## config.mk

```make
export PLATFORM = sky130hd
export DESIGN_NAME = key_event_queue_flat
export DESIGN_NICKNAME = d
export VERILOG_FILES = /design/src/rtl/key_pkg.sv /design/src/rtl/key_event_queue_if.sv /design/src/rtl/key_event_fifo.sv /design/src/rtl/key_event_queue.sv /design/src/flat_wrapper.sv
export SDC_FILE = /design/constraint.sdc
export NUM_CORES = 1
export LEC_CHECK = 0
export BUFFER_PORTS_ARGS = -buffer_cell sky130_fd_sc_hd__buf_2
export CAP_MARGIN = 15
export CORE_MARGIN = 4
export CORE_UTILIZATION = 38
export DETAILED_ROUTE_END_ITERATION = 10
export PLACE_DENSITY = 0.67
export RECOVER_POWER = 100
export SKIP_CTS_REPAIR_TIMING = 1
export SYNTH_ARGS = -nofsm -noshare
export SYNTH_HDL_FRONTEND = slang
export SYNTH_SLANG_ARGS = --single-unit
```

## constraint.sdc

```tcl
create_clock -name clk_i -period 5.5 [get_ports clk_i]
set_input_delay 0.275 -clock clk_i [delete_from_list [all_inputs] [get_ports clk_i]]
set_output_delay 0.275 -clock clk_i [all_outputs]
set_load 0.01 [all_outputs]
```

## src/rtl/key_pkg.sv

```systemverilog
// Shared key-matrix types: key count, event index width and the {index, level} event record.
// Used by the event queue and by the downstream report builder.
package key_pkg;
  localparam int KEYS       = 89;
  localparam int IDX_W      = 7;
  localparam int EVT_W      = IDX_W + 1;
  localparam int FIFO_DEPTH = 16;
  localparam int PTR_W      = 4;

  typedef struct packed {
    logic [IDX_W-1:0] index;
    logic             level;
  } key_evt_t;

  // Round-robin successor; the scanner never holds an index >= KEYS.
  function automatic logic [IDX_W-1:0] next_idx(input logic [IDX_W-1:0] idx);
    return (idx == IDX_W'(KEYS - 1)) ? '0 : idx + IDX_W'(1);
  endfunction
endpackage

```

## src/rtl/key_event_queue_if.sv

```systemverilog
// Valid/ready event stream from the key event queue to the host-link stage.
// Payload is the head event {index, level}, stable while valid is high and ready is low.
interface key_event_queue_if;
  import key_pkg::*;

  logic             evt_valid;
  logic             evt_ready;
  logic [IDX_W-1:0] evt_index;
  logic             evt_level;

  modport master (output evt_valid, output evt_index, output evt_level, input  evt_ready);
  modport slave  (input  evt_valid, input  evt_index, input  evt_level, output evt_ready);
endinterface

```

## src/rtl/key_event_fifo.sv

```systemverilog
// Show-ahead FIFO: head visible the cycle after the write edge; pop advances the head.
// Writes while full and pops while empty are dropped; an empty FIFO presents the last popped head.
module key_event_fifo #(
  parameter int WIDTH = 8,
  parameter int DEPTH = 16
) (
  input  logic                   clk_i,
  input  logic                   rst_n_i,
  input  logic                   push,
  input  logic [WIDTH-1:0]       wr_dat,
  input  logic                   pop,
  output logic [WIDTH-1:0]       rd_dat,
  output logic [$clog2(DEPTH):0] count
);
  localparam int PTR_W = $clog2(DEPTH);

  logic [WIDTH-1:0] mem [DEPTH];
  logic [PTR_W-1:0] wr_ptr;
  logic [PTR_W-1:0] rd_ptr;
  logic [PTR_W:0]   cnt;
  logic [WIDTH-1:0] last_q;
  logic             do_push;
  logic             do_pop;

  assign do_push = push && (cnt != (PTR_W+1)'(DEPTH));
  assign do_pop  = pop && (cnt != '0);
  assign count   = cnt;
  assign rd_dat  = (cnt != '0) ? mem[rd_ptr] : last_q;

  always_ff @(posedge clk_i) begin
    if (do_push) begin
      mem[wr_ptr] <= wr_dat;
    end
  end

  // Pointers wrap naturally because DEPTH is a power of two.
  always_ff @(posedge clk_i or negedge rst_n_i) begin
    if (!rst_n_i) begin
      wr_ptr <= '0;
      rd_ptr <= '0;
      cnt    <= '0;
      last_q <= '0;
    end else begin
      if (do_push) begin
        wr_ptr <= wr_ptr + PTR_W'(1);
      end
      if (do_pop) begin
        rd_ptr <= rd_ptr + PTR_W'(1);
        last_q <= mem[rd_ptr];
      end
      case ({do_push, do_pop})
        2'b10:   cnt <= cnt + (PTR_W+1)'(1);
        2'b01:   cnt <= cnt - (PTR_W+1)'(1);
        default: cnt <= cnt;
      endcase
    end
  end
endmodule

```

## src/rtl/key_event_queue.sv

```systemverilog
// Scans one key per cycle against a last-reported snapshot and queues each level change as an event.
// Full FIFO stalls the scanner on the changed key; changes are never lost, toggles coalesce.
module key_event_queue
  import key_pkg::*;
(
  input  logic              clk_i,
  input  logic              rst_n_i,
  input  logic [KEYS-1:0]   keys_i,
  key_event_queue_if.master evt,
  output logic [PTR_W:0]    evt_count_o,
  output logic              stall_o
);
  logic [IDX_W-1:0] scan_idx;
  logic [KEYS-1:0]  snapshot;
  logic             cur_lvl;
  logic             change;
  logic             full;
  logic             push;
  logic [PTR_W:0]   count;
  key_evt_t         wr_evt;
  key_evt_t         rd_evt;

  assign cur_lvl = keys_i[scan_idx];
  assign change  = cur_lvl != snapshot[scan_idx];
  // Registered count only: a same-cycle pop does not make room for this push.
  assign full    = count == (PTR_W+1)'(FIFO_DEPTH);
  assign push    = change && !full;
  assign stall_o = change && full;

  assign wr_evt.index = scan_idx;
  assign wr_evt.level = cur_lvl;

  // Snapshot resets to all ones to match the debouncer's reset level.
  always_ff @(posedge clk_i or negedge rst_n_i) begin
    if (!rst_n_i) begin
      scan_idx <= '0;
      snapshot <= '1;
    end else begin
      if (push) begin
        snapshot[scan_idx] <= cur_lvl;
      end
      if (!stall_o) begin
        scan_idx <= next_idx(scan_idx);
      end
    end
  end

  key_event_fifo #(
    .WIDTH (EVT_W),
    .DEPTH (FIFO_DEPTH)
  ) u_fifo (
    .clk_i   (clk_i),
    .rst_n_i (rst_n_i),
    .push    (push),
    .wr_dat  (wr_evt),
    .pop     (evt.evt_valid && evt.evt_ready),
    .rd_dat  (rd_evt),
    .count   (count)
  );

  assign evt.evt_valid = count != '0;
  assign evt.evt_index = rd_evt.index;
  assign evt.evt_level = rd_evt.level;
  assign evt_count_o   = count;
endmodule

```

## src/flat_wrapper.sv

```systemverilog
// flat-port wrapper written by rule: the top's interface ports become plain ports
module key_event_queue_flat import key_pkg::*;
  (clk_i, rst_n_i, keys_i, evt_count_o, stall_o, evt_evt_valid, evt_evt_index, evt_evt_level, evt_evt_ready);
  key_event_queue_if evt_i ();
  input  logic clk_i;
  input  logic rst_n_i;
  input  logic [KEYS-1:0] keys_i;
  output logic [PTR_W:0] evt_count_o;
  output logic stall_o;
  output wire logic [$bits(evt_i.evt_valid)-1:0] evt_evt_valid;
  output wire logic [$bits(evt_i.evt_index)-1:0] evt_evt_index;
  output wire logic [$bits(evt_i.evt_level)-1:0] evt_evt_level;
  input wire logic [$bits(evt_i.evt_ready)-1:0] evt_evt_ready;
  assign evt_evt_valid = evt_i.evt_valid;
  assign evt_evt_index = evt_i.evt_index;
  assign evt_evt_level = evt_i.evt_level;
  assign evt_i.evt_ready = evt_evt_ready;
  key_event_queue u_core (.clk_i(clk_i), .rst_n_i(rst_n_i), .keys_i(keys_i), .evt(evt_i), .evt_count_o(evt_count_o), .stall_o(stall_o));
endmodule
```

==> Yosys cells after proc, flatten, opt, wreduce, memory -nomap -nowiden <==
Memories as Yosys holds them, arrays and structs flattened.
Cells that the tools add are included.
{ "totals": {"reg_bits": 117, "latch_bits": 0, "mem_bits_rw": 128, "romBits": 0, "output_inout_bits": 15, "word_cells": 41, "memories": 1} }
{ "memory_table": {"columns": ["name", "words", "word_bits", "read_ports", "rd_clocked_by_memory_dff", "write_ports", "line", "text"], "rows": [
  ["u_core.u_fifo.mem", 16, 8, 1, 0, 1, "key_event_fifo.sv:17", "logic [WIDTH-1:0] mem [DEPTH];"]
]} }
{ "op_classes": {"addsub": 5, "n_mul": 0, "div_mod_pow": 0, "order_cmp": 2, "n_eq_ne": 6, "shift": 0, "muxes": 12, "bitwise": 0, "n_reduce_logical": 9} }
{ "op_table": {"columns": ["op", "n"], "rows": [
  ["bitwise mux 89 bit", 1],
  ["binary-select mux 1 bit (select 7 bit)", 2],
  ["case mux 5 bit (2 select lines)", 1],
  ["adder 4 x 1 -> 4 bit (second input constant)", 2],
  ["< comparator 7 x 8 -> 1 bit (second input constant)", 1],
  ["2-to-1 mux 8 bit", 1],
  ["adder 7 x 1 -> 7 bit (second input constant)", 1],
  ["demux 1 bit (select 7 bit)", 1],
  ["== test 7 bit (second input constant)", 1],
  ["greater-or-equal comparator 7 x 1 -> 1 bit (second input constant)", 1],
  ["2-to-1 mux 7 bit", 1],
  ["logical AND 1 bit", 6],
  ["adder 5 x 1 -> 5 bit (second input constant)", 1],
  ["== test 5 bit (second input constant)", 1],
  ["2-to-1 mux 1 bit", 5],
  ["inequality test 5 bit (second input constant)", 1],
  ["nonzero test 5 bit", 1],
  ["subtractor 5 x 1 -> 5 bit (second input constant)", 1],
  ["== test 2 x 1 -> 1 bit (second input constant)", 1],
  ["== test 2 bit (second input constant)", 1],
  ["nonzero test 2 bit", 1],
  ["logical NOT 1 bit", 1],
  ["inequality test 1 bit", 1]
]} }

==> Depth between registers and ports, before layout <==
Gate-level depths: netlist of the first run.
{ "depth": {"ltp_word": 7, "depth_mapped": 21, "depth_no_buf": 17} }

==> Modules after synthesis <==
A second synthesis of the first run with hierarchy kept.
{ "hier_totals": {"hier_cells": 977, "area_unflattened_um2": 12395.6} }
{ "by_module_without_submodules": {"columns": ["module", "instances", "cells_each", "area_per_inst_um2"], "rows": [
  ["key_event_fifo", 1, 339, 6236.0],
  ["key_event_queue", 1, 638, 6159.7]
]} }

==> Least setup slack after synthesis of the first run <==
OpenSTA, ideal clock, no wires.
{ "synth_timing": {"path_type": "register to register", "start": "register u_core.scan_idx[0]", "end": "register u_core.u_fifo.cnt[4], in the netlist u_core.u_fifo.count[4]", "t_arrival_ns": 4.021, "setup_slack_ns": 1.343, "stages_incl_launch_ff": 21, "synth_period_minus_slack_ns": 4.157, "cell_sequence": "dfrtp_1 > buf_4 > buf_6 > mux4_2 > mux2i_1 > o32ai_1 > a222oi_1 > nand3b_1 > xnor2_4 > nor2_4 > buf_2 > nor2_1 > xor2_1 > ha_1 > nand2b_1 > or2_2 > nand2_1 > or4_1 > nand4_1 > and3_1 > nand4_1"} }
{ "synth_between": {"elab_chain_len": 7, "word_cells_on_any_way": 11, "classes_between": "eq/ne: 3; mux: 5; reduce/logical: 3"} }
{ "synth_rtl": {"columns": ["element", "line", "text"], "rows": [
  ["start, declared", "key_event_queue.sv:13", "logic [IDX_W-1:0] scan_idx;"],
  ["start signal, assigned", "key_event_queue.sv:43", "scan_idx <= next_idx(scan_idx);"],
  ["binary-select mux 1 bit (select 7 bit) (on tied branches)", "key_event_queue.sv:23, key_event_queue.sv:24", null],
  ["2-to-1 mux 1 bit (on tied branches)", "key_event_queue.sv:23, key_event_queue.sv:24", null],
  ["inequality test 1 bit (*)", "key_event_queue.sv:24", "assign change = cur_lvl != snapshot[scan_idx];"],
  ["logical AND 1 bit (*)", "key_event_queue.sv:27", "assign push = change && !full;"],
  ["logical AND 1 bit (*)", "key_event_fifo.sv:25", "assign do_push = push && (cnt != (PTR_W+1)'(DEPTH));"],
  ["== test 2 x 1 -> 1 bit or == test 2 bit (tied branches)", "key_event_fifo.sv:51", "case ({do_push, do_pop})"],
  ["case mux 5 bit (2 select lines) or nonzero test 2 bit (tied branches)", null, null],
  ["end signal, assigned", "key_event_fifo.sv:52", "2'b10: cnt <= cnt + (PTR_W+1)'(1);"],
  ["end signal, assigned", "key_event_fifo.sv:53", "2'b01: cnt <= cnt - (PTR_W+1)'(1);"],
  ["end signal, assigned", "key_event_fifo.sv:54", "default: cnt <= cnt;"],
  ["end, declared", "key_event_fifo.sv:20", "logic [PTR_W:0] cnt;"]
]} }
Mark *: on every way between the ends. The rest lies on a longest branch, timed or not. The select of a mux whose other input is x is not followed.
A chain may end at the register's enable or synchronous reset.

==> Final worst setup path of the first run <==
{ "layout_timing": {"start": "register u_core.scan_idx[1]", "end": "output stall_o"} }
{ "layout_between": {"elab_chain_len": 4, "word_cells_on_any_way": 6, "classes_between": "eq/ne: 1; mux: 4; reduce/logical: 1"} }
{ "layout_rtl": {"columns": ["element", "line", "text"], "rows": [
  ["binary-select mux 1 bit (select 7 bit) (on tied branches)", "key_event_queue.sv:23, key_event_queue.sv:24", null],
  ["2-to-1 mux 1 bit (on tied branches)", "key_event_queue.sv:23, key_event_queue.sv:24", null],
  ["inequality test 1 bit (*)", "key_event_queue.sv:24", null],
  ["logical AND 1 bit (*)", "key_event_queue.sv:28", "assign stall_o = change && full;"],
  ["end, declared", "flat_wrapper.sv:9", "output logic stall_o;"]
]} }
Marked as above.

==> run_results.csv, run 1 <==
group,metric,value,unit
run_status,outcome,"finished with violations",
run_status,violations,"capacitance limit, slew limit",
timing,period_share,88.4,%
synthesis,synthTopCellsByArea,"edfxtp_1 31%, dfstp_2 19%, mux4_2 13%",
clock_network,clockBufferDepth,3,
worst_setup_path,worstSetupPathType,"flop to output pin",
timing,setup_ws,0.636,ns
detailed_routing,first_pass_iters,6,
worst_setup_path,r2r_end,"u_core.u_fifo.count[4]",
power_and_ir_drop,p_seq_share,37.1,%
final_layout,num-nets-final,1060,
global_routing,grt_pass1_wl,48.3,mm
timing,hold-worst-slack,0.237,ns
power_and_ir_drop,power,9.04,mW
detailed_routing,via_per_inst,5.44,
synthesis,ys_ff_latch,245,
synthesis,ys_seq_area_share,55.8,%
clock_network,worst_skew_pair.late_latency,0.53,ns
worst_setup_path,crit_path_start_kind,"flop",
placed_design,place_area,13300,um2
timing,tns,0,ns
worst_setup_path,rr_worst_depth,18,
worst_setup_path,path_cells,"clkbuf_1, nor2_1, nand2_1, a31oi_1, o21ai_0, o211ai_4, xnor2_1, buf_4, nor2b_1, clkbuf_1",
detailed_routing,initialDrtViolationCount,638,
global_routing,grt_usage,17.4,%
power_and_ir_drop,comb_power_share,44.0,%
timing,post-route-min-period,4.86,ns
floorplan,initial_core_util,38.8,%
hold_path,hold_depth,4,
synthesis,synth_edf_count,128,
worst_setup_path,arrival,4.59,ns
synthesis,ys_async_sr_fraction,47.8,%
clock_network,cts_made_buffers,26,
worst_setup_path,path_delay_family,"buffers and inverters",
synthesis,synthDistinctLibCells,73,
final_layout,drive_above_1_share,40.2,%
final_layout,final_area,14000,um2
synthesis,post_synth_instance_area,12300,um2
worst_setup_path,required,5.22,ns
worst_setup_path,r2r_setup_slack,0.77,ns
clock_network,numClockSinks,245,
synthesis,yosysWarnings,0,
floorplan,die-area,35400,um2
detailed_routing,drtAntennaViolNets,0,
placed_design,io_buffer_count,106,
floorplan,die_w,188,um
power_and_ir_drop,p_int,5.29,mW
power_and_ir_drop,vdd_drop_max,0.533,mV
power_and_ir_drop,power_frac_clock,18.9,%
final_layout,fin_cells,1414,
hold_path,hp-start,"evt_evt_ready",
timing,tightest_slew,2.61,ns
placed_design,gp_congestion,0.810,
synthesis,synth_top_area_share,31.1,%
global_routing,grt_max_degree,62,
worst_setup_path,end_kind,"output pin",
clock_network,h-tree-depth,1,
clock_network,cts_tree,"done",
floorplan,die_y,188,um
clock_network,clk_pin_slew,0.06,ns
final_layout,finish.utilization,43.9,%
worst_setup_path,critPathBufInv,3,
worst_setup_path,critPathMostFrequentCell,"clkbuf_1",
worst_setup_path,r2r-start,"u_core.scan_idx[1]",
timing,clock_skew,0.0112,ns
timing,finalHoldViolations,0,
global_routing,antenna_found_initial,0,
timing,setup_viol,0,
timing,drv_slew,96,
global_routing,grt_pass1_vias,8061,
clock_network,clockRootBuffer,"clkbuf_16",
hold_path,worstHoldPathType,"input pin to flop",
placed_design,place_worst_setup_slack,0.886,ns
detailed_routing,routedWlPerCell,22.1,um
final_layout,final_common_cell,"edfxtp_1",
synthesis,avgSynthCellArea,14.4,um2
final_layout,layout_common_cells,"128 x edfxtp_1, 106 x nand2_1, 91 x buf_2",
global_routing,gr-total-overflow,0,
floorplan,core.rowCount,65,
synthesis,synth_ff_type,"edfxtp_1",
timing,maxSlewHeadroom,-73.9,%
detailed_routing,drc,0,
synthesis,syn_inst,856,
final_layout,syn2layout_area_growth,13.0,%
worst_setup_path,critical_path.max_fanout,20,
power_and_ir_drop,sw_frac_of_total,41.5,%
detailed_routing,wl,31.2,mm
flow_run,cap_violations,3,
detailed_routing,dr_total_vias,7690,
hold_path,hold_end,"u_core.u_fifo.count[4]",
final_layout,antenna_cells,0,
power_and_ir_drop,pwr_density_cell,648,nW/um2
worst_setup_path,critPathMaxStageDelay,0.81,ns
timing,max_freq,0.206,GHz
placed_design,placedCellCount,1365,
timing,rsz0062_at_grt,"no",
power_and_ir_drop,p_leak,5.12,nW
synthesis,syn-num-nets,957,
floorplan,core_area,31800,um2
floorplan,pin_count,107,
synthesis,post-synth-top-area-cell,"edfxtp_1",
placed_design,hpwl,20.8,mm
worst_setup_path,crit_path_top_delay_cell,"clkbuf_1",
power_and_ir_drop,switchingPower,3.75,mW
==> cells in the mapped netlist, drive strengths merged, types with 4 or more instances <==
cell type	instances
nand3b	4
nor2b	8
mux4	73
nand2b	8
dfstp	89
nor3	9
ha	9
a22oi	4
nand3	33
o21ai	10
nand2	106
nor2	38
inv	10
a21oi	5
and3	5
mux2i	21
dfrtp	28
mux2	104
nand4	28
nor3b	6
buf	41
edfxtp	128
xnor2	9
clkbuf	29
==> per-layer routing <==
metal / vias up / GRT usage (%) / part of all wire (%)
met4: 0 / 4.49 / 2.2
met3: 43 / 3.95 / 7.0
met2: 270 / 29.1 / 50
met5: - / 0 / 0
met1: 3926 / 23.1 / 41
li1: 3451 / - / -
==> worst max-delay path by stage <==
| stage | to | start | cells after the start | slack [ns] |
|---|---|---|---|---|
| 2_1_floorplan | u_core.u_fifo.count[4] | u_core.scan_idx[0] | 20 | 1.34 |
| 3_3_place_gp | u_core.u_fifo.count[4] | u_core.scan_idx[0] | 18 | 0.98 |
| 3_5_place_dp | u_core.u_fifo.count[4] | u_core.scan_idx[0] | 18 | 0.89 |
| 4_1_cts | u_core.u_fifo.count[4] | u_core.scan_idx[0] | 18 | 0.87 |
| 5_1_grt | evt_evt_index[4] | u_core.u_fifo.rd_ptr[0] | 5 | 0.32 |
| 6_report | stall_o | u_core.scan_idx[1] | 10 | 0.64 |
==> layout make-up <==
| class | count | area (um2) |
|---|---|---|
| fillers | 2910 | 17800 |
| multi-input cells | 530 | 4940 |
| clock inverters | 17 | 148 |
| clock buffers | 31 | 679 |
| well taps | 435 | 544 |
| repair buffers | 145 | 713 |
| flip-flops and latches | 245 | 6890 |
| inverters | 11 | 41.3 |
==> state kept, by name, summed over array words and instances, names as in the netlist <==
name / count
u_core.u_fifo.mem: 128
u_core.snapshot: 89
u_core.u_fifo.last_q: 8
u_core.scan_idx: 7
u_core.u_fifo.count: 5
u_core.u_fifo.rd_ptr: 4
u_core.u_fifo.wr_ptr: 4
==> power by group through the flow <==
stage          Clock (mW)  Combinational (mW)  Sequential [mW]
2_1_floorplan           0                3.32             2.99
3_3_place_gp            0                4.15             3.36
3_5_place_dp            0                4.20             3.39
4_1_cts              1.74                4.23             3.36
5_1_grt              1.82                4.32             3.44
6_report             1.70                3.98             3.35
==> cell families after synthesis <==
logic type,synth area share (%)
xor gates and xnor gates,1.00
and+or+nand+nor,10.4
muxes,25.2
buffers and inverters,3.33
DFF,55.8
adders and majority gates,0.912
AOI/OAI and AO/OA,3.37
==> worst register-to-register path, delay by kind of cell, from the launching register on <==
family	cells	cell delay [ns]
and+or+nand+nor	11	1.72
xor gates and xnor gates	2	0.38
DFF	1	0.60
AOI/OAI and AO/OA	3	0.88
buffers and inverters	1	0.81
adders and majority gates	1	0.23
Power figures use the tool's default switching activity.
==> run 2: changes to the inputs <==
- ABC_AREA: unset -> 1
- REMOVE_ABC_BUFFERS: unset -> 1
==> run_results.csv, run 2 <==
group,metric,value,unit
power_and_ir_drop,p_leak,6.09,nW
detailed_routing,initialDrtViolationCount,791,
final_layout,largest_reg_flops,128,
clock_network,numClockSinks,245,
final_layout,regMostFlops,"u_core.u_fifo.mem",
worst_setup_path,worstSetupPathType,"flop to flop",
worst_setup_path,required,5.96,ns
power_and_ir_drop,pwr_density_cell,605,nW/um2
synthesis,synthTopCellsByArea,"edfxtp_1 30%, dfstp_2 19%, nand2_1 15%",
floorplan,die_w,190,um
synthesis,synthTopCellsByCount,"497 x nand2_1, 185 x nor2_1, 152 x inv_1",
synthesis,synth_edf_count,128,
placed_design,gp_congestion,0.830,
placed_design,placedCellCount,1996,
synthesis,synthDistinctLibCells,37,
worst_setup_path,critical_path.max_fanout,20,
timing,tns,0,ns
detailed_routing,drc,0,
synthesis,post_synth_instance_area,12600,um2
synthesis,yosysWarnings,0,
final_layout,drive_above_1_share,14.9,%
placed_design,io_buffer_count,106,
worst_setup_path,crit_path_top_delay_cell,"nor2_1",
detailed_routing,wl,32.2,mm
floorplan,die-area,36200,um2
synthesis,ys_async_sr_fraction,47.8,%
timing,rsz0062_at_grt,"no",
clock_network,cts_tree,"done",
final_layout,final_common_cell,"nand2_1",
floorplan,die_y,190,um
synthesis,synth_ff_type,"edfxtp_1",
worst_setup_path,critPathBufInv,1,
timing,clock_skew,0.0117,ns
final_layout,reg_top3,"u_core.u_fifo.mem x128, u_core.snapshot x89, u_core.u_fifo.last_q x8",
clock_network,clockRootBuffer,"clkbuf_16",
final_layout,fin_cells,2041,
detailed_routing,first_pass_iters,5,
power_and_ir_drop,vdd_drop_max,0.392,mV
hold_path,worstHoldPathType,"input pin to flop",
synthesis,synth_top_area_share,30.5,%
final_layout,layout_common_cells,"497 x nand2_1, 190 x nor2_1, 154 x inv_1",
global_routing,gr-total-overflow,0,
global_routing,antenna_found_initial,0,
clock_network,clk_pin_slew,0.06,ns
final_layout,num-nets-final,1683,
run_status,outcome,"finished with violations",
global_routing,grt_max_degree,79,
worst_setup_path,end_kind,"flop",
final_layout,syn2layout_area_growth,12.4,%
clock_network,cts_made_buffers,25,
timing,period_share,79.0,%
global_routing,grt_pass1_vias,9929,
synthesis,avgSynthCellArea,8.39,um2
timing,max_freq,0.230,GHz
detailed_routing,drtAntennaViolNets,0,
synthesis,synth.most_common_cell,"nand2_1",
synthesis,syn_inst,1504,
floorplan,initial_core_util,38.7,%
clock_network,h-tree-depth,1,
clock_network,clockBufferDepth,3,
detailed_routing,dr_total_vias,10100,
worst_setup_path,path_cells,"clkbuf_1, nor2_4, nand3_1, nand2_1, nor2_1, nor2_1, nor2_1, nand2_1, nand2_1, nand2_1, nor2_4, nand2_1, nand3_4, nor2_1, nand2_1, mux2_1",
global_routing,grt_usage,17.6,%
worst_setup_path,path_delay_family,"simple AND/OR/NAND/NOR gates",
synthesis,post-synth-top-area-cell,"edfxtp_1",
timing,maxSlewHeadroom,-65.4,%
run_status,violations,"capacitance limit, slew limit",
final_layout,antenna_cells,0,
clock_network,worst_skew_pair.late_latency,0.54,ns
detailed_routing,via_per_inst,4.96,
worst_setup_path,critPathMaxStageDelay,0.93,ns
worst_setup_path,critPathMostFrequentCell,"nand2_1",
placed_design,hpwl,20.9,mm
global_routing,grt_pass1_wl,52.2,mm
synthesis,ys_seq_area_share,54.5,%
timing,post-route-min-period,4.35,ns
worst_setup_path,crit_path_start_kind,"flop",
floorplan,pin_count,107,
floorplan,core.rowCount,66,
timing,drv_slew,81,
detailed_routing,routedWlPerCell,15.8,um
flow_run,cap_violations,2,
worst_setup_path,arrival,4.80,ns
timing,setup_viol,0,
synthesis,ys_ff_latch,245,
timing,tightest_slew,2.48,ns
timing,finalHoldViolations,0,
floorplan,core_area,32600,um2
[run 2: cell count changes after synthesis, sizes merged, moves of 21 or more]
cell	before	now
nor2	38	194
mux4	73	0
o21ai	10	117
inv	10	157
mux2	104	6
o221ai	1	22
a21oi	5	32
nand4	28	5
nand3	33	79
nand2	106	498
[run 2: cell type report]
cell class,count,area (um2)
multi-input cells,1027,4740
fillers,3225,18400
repair buffers,123,624
clock inverters,9,109
clock buffers,35,673
inverters,160,601
flip-flops and latches,245,6890
well taps,442,553
[run 2: worst reg2reg max path: stages, from the launching register on]
cell      delay [ns]
dfrtp_1         0.64
clkbuf_1        0.41
nor2_4          0.61
nand3_1         0.16
nand2_1         0.11
nor2_1          0.05
nor2_1          0.17
nor2_1          0.07
nand2_1         0.07
nand2_1         0.07
nand2_1         0.12
nor2_4          0.04
nand2_1         0.13
nand3_4         0.21
nor2_1          0.94
nand2_1         0.14
mux2_1          0.36
[run 2: where the power goes]
part	switching [mW]	total [mW]	leakage, nW	internal [mW]
Combinational	2.75	3.85	3.28	1.10
Clock	0.708	1.66	0.385	0.951
Sequential	0.352	3.08	2.42	2.73
[run 2: metal layers]
metal,vias up,global-route usage [%],share of wire [%]
met2,271,29.6,48
met5,-,0,0
met4,0,5.00,2.6
met1,4797,24.2,44
li1,5013,-,-
met3,47,2.31,5.2
[run 2: per-stage QoR]
step / setup slack [ns] / cell area (um2) / utilization [%] / power (mW) / hold WS [ns]
2_1_floorplan: -1.46 / 12200 / - / 5.67 / -0.0206
3_3_place_gp: 1.54 / 13500 / 41.3 / 6.98 / 0.454
3_5_place_dp: 1.42 / 13500 / 41.3 / 7.05 / 0.458
4_1_cts: 1.40 / 14200 / 43.7 / 8.73 / -0.0631
5_1_grt: 0.693 / 14200 / 43.5 / 9.30 / 0.159
6_report: 1.15 / 14200 / 43.5 / 8.59 / 0.149
[run 2: logic make-up after synthesis]
kind of cell             count (synthesis)  synth area share [%]
AO/OA/AOI/OAI                          192                  8.75
adder cells (fa/ha/maj)                  9                 0.892
AND/OR/NAND/NOR                        788                  25.0
multiplexers                            28                  2.28
XOR/XNOR                                10                 0.694
flip-flops                             245                  54.5
buffers and inverters                  232                  7.84
[run 2: worst paths after layout]
path | slack [ns] | startpoint | cells past startpoint | endpoint
max in group asynchronous | 2.75 | rst_n_i | 3 | u_core.snapshot[5]
setup reg to reg | 1.15 | u_core.scan_idx[1] | 16 | u_core.snapshot[27]
hold / removal | 0.15 | evt_evt_ready | 4 | u_core.u_fifo.rd_ptr[1]
min in group asynchronous | 0.47 | rst_n_i | 2 | u_core.u_fifo.count[1]
setup / recovery | 1.15 | u_core.scan_idx[1] | 16 | u_core.snapshot[27]
hold reg to reg | 0.47 | u_core.snapshot[24] | 2 | u_core.snapshot[24]
